`config.mk`:
```
export PLATFORM = sky130hd
export DESIGN_NAME = display_arbiter
export DESIGN_NICKNAME = d
export VERILOG_FILES = /design/src/rtl/display_arbiter.sv
export SDC_FILE = /design/constraint.sdc
export NUM_CORES = 1
export LEC_CHECK = 0
export CELL_PAD_IN_SITES_DETAIL_PLACEMENT = 1
export CELL_PAD_IN_SITES_GLOBAL_PLACEMENT = 1
export CORE_MARGIN = 10
export CORE_UTILIZATION = 37
export CTS_CLUSTER_DIAMETER = 120
export DETAILED_ROUTE_END_ITERATION = 12
export PLACE_DENSITY_LB_ADDON = 0.25
export SETUP_SLACK_MARGIN = 0.02
export SLEW_MARGIN = 5
export SYNTH_ARGS = -nofsm -noshare
export SYNTH_HDL_FRONTEND = slang
export SYNTH_SLANG_ARGS = --single-unit
```
`constraint.sdc`:
```
create_clock -name i_clk -period 2.4 [get_ports i_clk]
set_input_delay 0.48 -clock i_clk [delete_from_list [all_inputs] [get_ports i_clk]]
set_output_delay 0.48 -clock i_clk [all_outputs]
set_load 0.02 [all_outputs]
```
`src/rtl/display_arbiter.sv`:
```
// -----------------------------------------------------------------------------
// display_arbiter
//
// Shares one 4-digit seven-segment display between three requesters. A
// round-robin arbiter grants the display to one requester at a time. The grant
// lasts DWELL clock cycles, or ends early if the owner drops its request. The
// winner's 16-bit value is captured on the grant edge and held until the next
// grant. This means the display never blanks and never follows live data.
//
// Ports
//   i_clk        system clock, rising-edge active
//   i_rst        asynchronous active-high reset
//   i_req[2:0]   per-requester display request
//   i_data0..2   requester values, four hex nibbles (digit 0 in [3:0])
//   o_gnt[2:0]   one-hot grant, high while the requester owns the display
//   o_ack[2:0]   one-cycle pulse when the owner's dwell completes normally
//   o_disp_data  registered value for the seven-segment driver
//   o_busy       high while a grant is active (SHOW)
//
// State   | meaning
// --------+---------------------------------------------------------------
// IDLE    | no owner; arbitrate among requesters each cycle
// SHOW    | one requester owns the display; dwell counter running
// -----------------------------------------------------------------------------
module display_arbiter #(
    parameter logic [31:0] DWELL = 32'd100_000_000
) (
    input  logic        i_clk,
    input  logic        i_rst,
    input  logic [2:0]  i_req,
    input  logic [15:0] i_data0,
    input  logic [15:0] i_data1,
    input  logic [15:0] i_data2,
    output logic [2:0]  o_gnt,
    output logic [2:0]  o_ack,
    output logic [15:0] o_disp_data,
    output logic        o_busy
);

    typedef enum logic {
        ST_IDLE = 1'b0,
        ST_SHOW = 1'b1
    } state_t;

    state_t      r_state;
    state_t      w_state_nxt;
    logic [1:0]  r_last;
    logic [1:0]  w_last_nxt;
    logic [1:0]  r_win;
    logic [1:0]  w_win_nxt;
    logic [31:0] r_cnt;
    logic [31:0] w_cnt_nxt;
    logic [2:0]  r_gnt;
    logic [2:0]  w_gnt_nxt;
    logic [2:0]  r_ack;
    logic [2:0]  w_ack_nxt;
    logic [15:0] r_disp;
    logic [15:0] w_disp_nxt;

    logic        w_rr_valid;
    logic [1:0]  w_rr_win;
    logic [15:0] w_rr_data;
    logic        w_released;
    logic        w_dwell_done;

    // Round-robin pick. The search starts one past the last owner and wraps.
    // Reset leaves r_last at 2, so requester 0 has the highest priority first.
    always_comb begin
        w_rr_valid = (i_req != 3'b000);
        w_rr_win   = 2'd0;
        case (r_last)
            2'd0: begin
                if (i_req[1])      w_rr_win = 2'd1;
                else if (i_req[2]) w_rr_win = 2'd2;
                else               w_rr_win = 2'd0;
            end
            2'd1: begin
                if (i_req[2])      w_rr_win = 2'd2;
                else if (i_req[0]) w_rr_win = 2'd0;
                else               w_rr_win = 2'd1;
            end
            default: begin
                if (i_req[0])      w_rr_win = 2'd0;
                else if (i_req[1]) w_rr_win = 2'd1;
                else               w_rr_win = 2'd2;
            end
        endcase
    end

    always_comb begin
        case (w_rr_win)
            2'd0:    w_rr_data = i_data0;
            2'd1:    w_rr_data = i_data1;
            default: w_rr_data = i_data2;
        endcase
    end

    // The owner's request is checked through the one-hot grant, so r_win is
    // never used as an index into i_req.
    assign w_released   = ((r_gnt & i_req) == 3'b000);
    assign w_dwell_done = (r_cnt == (DWELL - 32'd1));

    always_ff @(posedge i_clk or posedge i_rst) begin
        if (i_rst) begin
            r_state <= ST_IDLE;
            r_last  <= 2'd2;
            r_win   <= 2'd0;
            r_cnt   <= 32'd0;
            r_gnt   <= 3'b000;
            r_ack   <= 3'b000;
            r_disp  <= 16'h0000;
        end else begin
            r_state <= w_state_nxt;
            r_last  <= w_last_nxt;
            r_win   <= w_win_nxt;
            r_cnt   <= w_cnt_nxt;
            r_gnt   <= w_gnt_nxt;
            r_ack   <= w_ack_nxt;
            r_disp  <= w_disp_nxt;
        end
    end

    always_comb begin
        w_state_nxt = r_state;
        w_last_nxt  = r_last;
        w_win_nxt   = r_win;
        w_cnt_nxt   = r_cnt;
        w_gnt_nxt   = r_gnt;
        w_ack_nxt   = 3'b000;
        w_disp_nxt  = r_disp;

        case (r_state)
            ST_IDLE: begin
                if (w_rr_valid) begin
                    w_state_nxt = ST_SHOW;
                    w_win_nxt   = w_rr_win;
                    w_gnt_nxt   = 3'b001 << w_rr_win;
                    w_disp_nxt  = w_rr_data;
                    w_cnt_nxt   = 32'd0;
                end
            end
            ST_SHOW: begin
                // A release wins over a dwell that completes on the same edge.
                // The grant did not finish normally, so no ack is produced.
                if (w_released) begin
                    w_state_nxt = ST_IDLE;
                    w_gnt_nxt   = 3'b000;
                    w_last_nxt  = r_win;
                    w_cnt_nxt   = 32'd0;
                end else if (w_dwell_done) begin
                    w_state_nxt = ST_IDLE;
                    w_gnt_nxt   = 3'b000;
                    w_ack_nxt   = r_gnt;
                    w_last_nxt  = r_win;
                    w_cnt_nxt   = 32'd0;
                end else begin
                    w_cnt_nxt   = r_cnt + 32'd1;
                end
            end
            default: begin
                w_state_nxt = ST_IDLE;
                w_gnt_nxt   = 3'b000;
            end
        endcase
    end

    assign o_gnt       = r_gnt;
    assign o_ack       = r_ack;
    assign o_disp_data = r_disp;
    assign o_busy      = (r_state == ST_SHOW);

endmodule

```
==> Word-level counts from Yosys, hierarchy flattened <==
Cells that the tools add are included.
{ "totals": {"register_bits": 59, "latch_bits": 0, "mem_bits_rw": 0, "romBits": 0, "inputBits": 53, "word_cells": 49, "n_memories": 0} }
{ "classes": {"n_addsub": 1, "mul": 0, "n_div": 0, "n_lt_le_gt_ge": 0, "n_eq_ne": 5, "shifts": 1, "n_mux": 25, "bitwise": 2, "reduce_logical": 8} }
{ "op_table": {"columns": ["operator", "n"], "rows": [
  ["2-to-1 mux 32 bit", 3],
  ["one-hot mux 32 bit (2 select lines)", 1],
  ["adder 32 x 1 -> 32 bit, second input constant", 1],
  ["== test 32 x 27 -> 1 bit, second input constant", 1],
  ["one-hot mux 16 bit (2 select lines)", 1],
  ["2-to-1 mux 3 bit", 6],
  ["2-to-1 mux 2 bit", 7],
  ["one-hot mux 3 bit (2 select lines)", 1],
  ["AND reduction 2 bit", 3],
  ["== test 2 x 1 -> 1 bit, second input constant", 2],
  ["logical NOT 2 bit", 2],
  ["2-to-1 mux 1 bit", 4],
  ["one-hot mux 2 bit (2 select lines)", 1],
  ["bitwise AND 3 bit", 1],
  ["logical NOT 3 bit", 1],
  ["inequality test 3 x 1 -> 1 bit, second input constant", 1],
  ["nonzero test 3 bit", 1],
  ["left shift 1 x 2 -> 3 bit, first input constant", 1],
  ["inequality test 2 bit, second input constant", 1],
  ["one-hot mux 1 bit (2 select lines)", 1],
  ["nonzero test 2 bit", 1],
  ["inverter 1 bit", 1]
]} }

==> Longest topological paths before layout <==
{ "depth": {"word_depth": 6, "mapped_depth": 7, "depth_no_buf": 6} }

==> Worst setup path after synthesis <==
OpenSTA, ideal clock, no wires.
{ "synth_timing": {"kind": "flip-flop to flip-flop", "startpoint": "register r_cnt[19]", "endpoint": "register r_last[0]", "setup_time_ns": 0.127, "t_arrival_ns": 1.666, "required_time_ns": 2.273, "path_slack_ns": 0.606, "path_stages_with_launch": 6, "path_buffers": 0, "period_less_slack_ns": 1.794, "cell_sequence": "dfrtp_1 > or4_1 > nor2_2 > a31oi_1 > nand2b_4 > mux2_1"} }
{ "synth_between": {"elab_chain_cells": 3} }
{ "synth_lines": {"columns": ["item", "line_no", "text"], "rows": [
  ["start, declared", "51", "logic [31:0] r_cnt;"],
  ["start signal, assigned", "116", "r_cnt <= w_cnt_nxt;"],
  ["== test 32 x 27 -> 1 bit", "101", "assign w_dwell_done = (r_cnt == (DWELL - 32'd1));"],
  ["nonzero test 2 bit (no line)", null, null],
  ["AND reduction 2 bit (no line)", null, null],
  ["end signal, assigned", "114", "r_last <= w_last_nxt;"],
  ["end, declared", "47", "logic [1:0] r_last;"]
]} }
Every way passes these cells.
A chain may end at the register's enable or synchronous reset.

==> Worst setup path after layout <==
{ "layout_timing": {"startpoint": "input port i_req[0]", "endpoint": "register r_cnt[29]"} }
{ "layout_between": {"elab_chain_cells": 4} }
{ "layout_lines": {"columns": ["item", "line_no", "text"], "rows": [
  ["start, declared", "30", "input logic [2:0] i_req,"],
  ["bitwise AND 3 bit", "100", "assign w_released = ((r_gnt & i_req) == 3'b000);"],
  ["logical NOT 3 bit", "100", null],
  ["2-to-1 mux 32 bit", "145", "if (w_released) begin"],
  ["one-hot mux 32 bit (2 select lines)", "132", "case (r_state)"]
]} }
Several ways; a longest one is shown, not always the timed one.

==> flow_summary_export.csv <==
group,metric,value,unit
logic_synthesis,async_flop_share,100,%
floorplanning,die_x,113,um
worst_setup_path,path_depth,6,
worst_setup_path,reg2reg_from,"r_cnt[0]",
worst_setup_path,cp_slowest_cell,"clkdlybuf4s50_1",
worst_setup_path,crit_path_start_kind,"primary input",
sta,rsz0062_at_grt,"no",
final_layout,finalNonFillerCells,541,
drt,wirelength,10300,um
clocking,root_buffer,"clkbuf_8",
place,placed_cells,525,
final_layout,utilization,52.7,%
sta,maxSlewHeadroom,45.5,%
global_routing,antenna_found_initial,0,
power_and_ir_drop,power_density,920,mW/mm2
power_and_ir_drop,p_sw_share,37.9,%
worst_setup_path,reg2reg_depth,6,
place,dpl_cell_area,0.00418,mm2
sta,fmax,466,MHz
global_routing,grt_pass1_vias,3143,
drt,routed-via-count,2944,
drt,drtIter0Drc,149,
worst_setup_path,crit_type,"primary input to register",
final_layout,n_antenna_cell,0,
logic_synthesis,synthSimpleGateAreaFrac,27.9,%
worst_setup_path,critPathCapture,"r_cnt[29]",
power_and_ir_drop,pwr-share-clk,20.3,%
logic_synthesis,synthCells,339,
place,pre_cts_slack,-0.0616,ns
worst_setup_path,critPathCaptureType,"register",
place,dp_hpwl,7680,um
logic_synthesis,ys_warn_count,0,
power_and_ir_drop,vdd_ir_drop_max,0.392,mV
worst_setup_path,slowest_delay,0.60,ns
global_routing,grt_max_degree,60,
sta,skew,0.0121,ns
sta,finalCritPeriodShare,89.4,%
power_and_ir_drop,p_leak,1.73,nW
worst_setup_path,crit_required,2.64,ns
logic_synthesis,yosysSeqAreaShare,46.6,%
place,io_buffers,75,
min_path,min_path_type,"register to register",
final_layout,layout_common_cells,"75 x clkdlybuf4s50_1, 58 x dfrtp_1, 41 x nor2_1, 25 x a21oi_1, 22 x nand3_1",
global_routing,grt-ovfl-total,0,
logic_synthesis,synth_area,0.00317,mm2
sta,tns,0,ns
worst_setup_path,critPathBufInv,1,
sta,drv_slew,0,
clocking,cts_hold_buf,0,
worst_setup_path,r2r-end,"r_cnt[29]",
final_layout,fillers,973,
place,place.gp.congestion,0.808,
logic_synthesis,synth_mux_area_share,1.70,%
drt,dr.pass1.iters,4,
clocking,cts_buffer_depth,2,
sta,finalCriticalPeriod,2.15,ns
logic_synthesis,post_synth.cell_area_avg,9.35,um2
clocking,cts_buffers,9,
worst_setup_path,ff2ff_setup_slack,0.30,ns
drt,viasPerCell,5.44,
logic_synthesis,synth_fa_ha_area_share,0.395,%
logic_synthesis,synth_top_family_by_area,"simple AND/OR/NAND/NOR gates",
worst_setup_path,critPathArrivalTime,2.39,ns
drt,drc,0,
logic_synthesis,ys_seq_elements,59,
power_and_ir_drop,power,4.00,mW
drt,antenna_left,0,
logic_synthesis,syn_nets,393,
run_status,status,"finished, final reports clean",
worst_setup_path,critical_path.startpoint,"i_req[0]",
run,drv_cap,0,
drt,wire_per_inst,19.1,um
floorplanning,core,0.00826,mm2
sta,whs,0.508,ns
floorplanning,start_util,38.4,%
global_routing,grt_pass1_wl,17200,um
worst_setup_path,path_delay_family,"simple AND/OR/NAND/NOR gates",
final_layout,final_common_cell,"clkdlybuf4s50_1",
logic_synthesis,synth_compound_area_share,15.2,%
clocking,cts_tree,"built",
sta,hold_viol_final,0,
clocking,cts_sinks,59,
logic_synthesis,synth-xor-area-share,4.15,%
sta,finalSetupViolCount,0,
final_layout,drive_above_1_share,11.7,%
worst_setup_path,crit_chain,"clkdlybuf4s50_1 > a222oi_1 > nand2b_4 > a31o_1 > or4_1 > o211ai_1",
clocking,clk_pin_slew,0.06,ns
global_routing,gr-usage-all-layers,16.3,%
sta,worstMarginPinSlew,0.817,ns
logic_synthesis,ys.flop_type,"dfrtp_1",
worst_setup_path,cp_max_fo,14,
clocking,post_cts_buffers,0,
logic_synthesis,synth_edf_count,0,
logic_synthesis,ys_types,53,
floorplanning,ios,76,
sta,worst_slack,0.254,ns
clocking,clk_latency,0.33,ns
power_and_ir_drop,p_int,2.49,mW
power_and_ir_drop,switchingPower,1.52,mW
final_layout,syn2layout_area_growth,37.2,%
clocking,htreeDepth,3,
floorplanning,rows,33,
power_and_ir_drop,seqPwrFrac,34.4,%
floorplanning,dieArea,0.0127,mm2
final_layout,design_area,0.00435,mm2
clocking,cts_resized,0,
power_and_ir_drop,p_comb_share,45.3,%
final_layout,nets,485,
floorplanning,chipHeight,113,um
[registers in the layout (all words and copies together), names as in the netlist]
register,flops
r_cnt,32
o_disp_data,16
o_gnt,3
r_win,2
r_last,2
o_ack,3
o_busy,1
[area by class of cell]
type	count	area [um2]	area share, %
clock inverter	2	10.0	0.230
inverter	13	48.8	1.12
sequential	59	1480	34.0
timing repair buffer	96	946	21.8
clock buffer	14	163	3.74
tap	105	131	3.02
multi-input combinational	252	1570	36.1
[synthesized netlist by cell type (2+ instances only)]
library cell,count,area share [%]
nor3_2,2,0.63
nand3_1,22,3.5
buf_2,5,0.79
nand2_1,19,2.3
nand4_1,15,3.0
mux2i_1,2,0.63
or4_1,6,1.4
o211ai_1,4,0.95
and2_1,18,3.6
a21oi_1,25,3.9
or3_1,8,1.6
xnor2_1,7,1.9
and4_1,2,0.55
clkbuf_1,6,0.71
nor2_1,42,5.0
nor4b_1,4,1.1
nand2b_1,2,0.39
nor3_1,6,0.95
nor4_1,3,0.59
buf_4,2,0.47
o21ai_0,9,1.4
inv_1,13,1.5
nand2b_4,2,0.87
xor2_1,8,2.2
dfrtp_1,58,46
a221oi_1,16,4.4
a22o_1,2,0.55
mux2_1,2,0.71
and3_1,5,0.99
[logic make-up (layout without fill, tap and decap cells)]
family / after synthesis / after routing
buf+inv: 28 / 125
compound gates: 69 / 69
simple gates: 162 / 162
flops: 59 / 59
mux: 5 / 5
xor+xnor: 15 / 15
fa+ha+maj: 1 / 1
[power by group through the flow]
stage / clock, mW / combinational (mW) / sequential [mW]
floorplan: 0 / 0.839 / 1.56
global placement: 0 / 1.77 / 1.38
detailed placement: 0 / 1.83 / 1.40
CTS: 0.837 / 1.84 / 1.38
global route: 0.891 / 1.97 / 1.40
finish: 0.811 / 1.81 / 1.38
[worst register-to-register path, delay by kind of cell, from the launching register on]
kind | cells | cell delay (ns)
simple gates | 3 | 0.69
compound gates | 2 | 0.58
flops | 1 | 0.44
fa+ha+maj | 1 | 0.28
[routing by layer]
metal / vias to the layer above / wire length (um) / GRT usage (%) / share of wire [%]
li1: 1426 / - / - / -
met1: 1450 / 4710 / 21.9 / 46
met2: 66 / 5030 / 26.1 / 49
met3: 2 / 546 / 3.94 / 5.3
met4: 0 / 29 / 3.05 / 0.28
met5: - / 0 / 0 / 0
[worst min-delay path by stage]
stage	startpoint	cells after the start	slack [ns]	endpoint
6_report	r_win[1]	1	0.51	r_last[1]
5_1_grt	r_win[1]	1	0.53	r_last[1]
4_1_cts	r_win[1]	1	0.51	r_last[1]
3_5_place_dp	r_win[1]	1	0.49	r_last[1]
3_3_place_gp	r_win[0]	1	0.47	r_last[0]
2_1_floorplan	r_win[1]	1	0.46	r_last[1]
(Power assumes the default switching activity.)
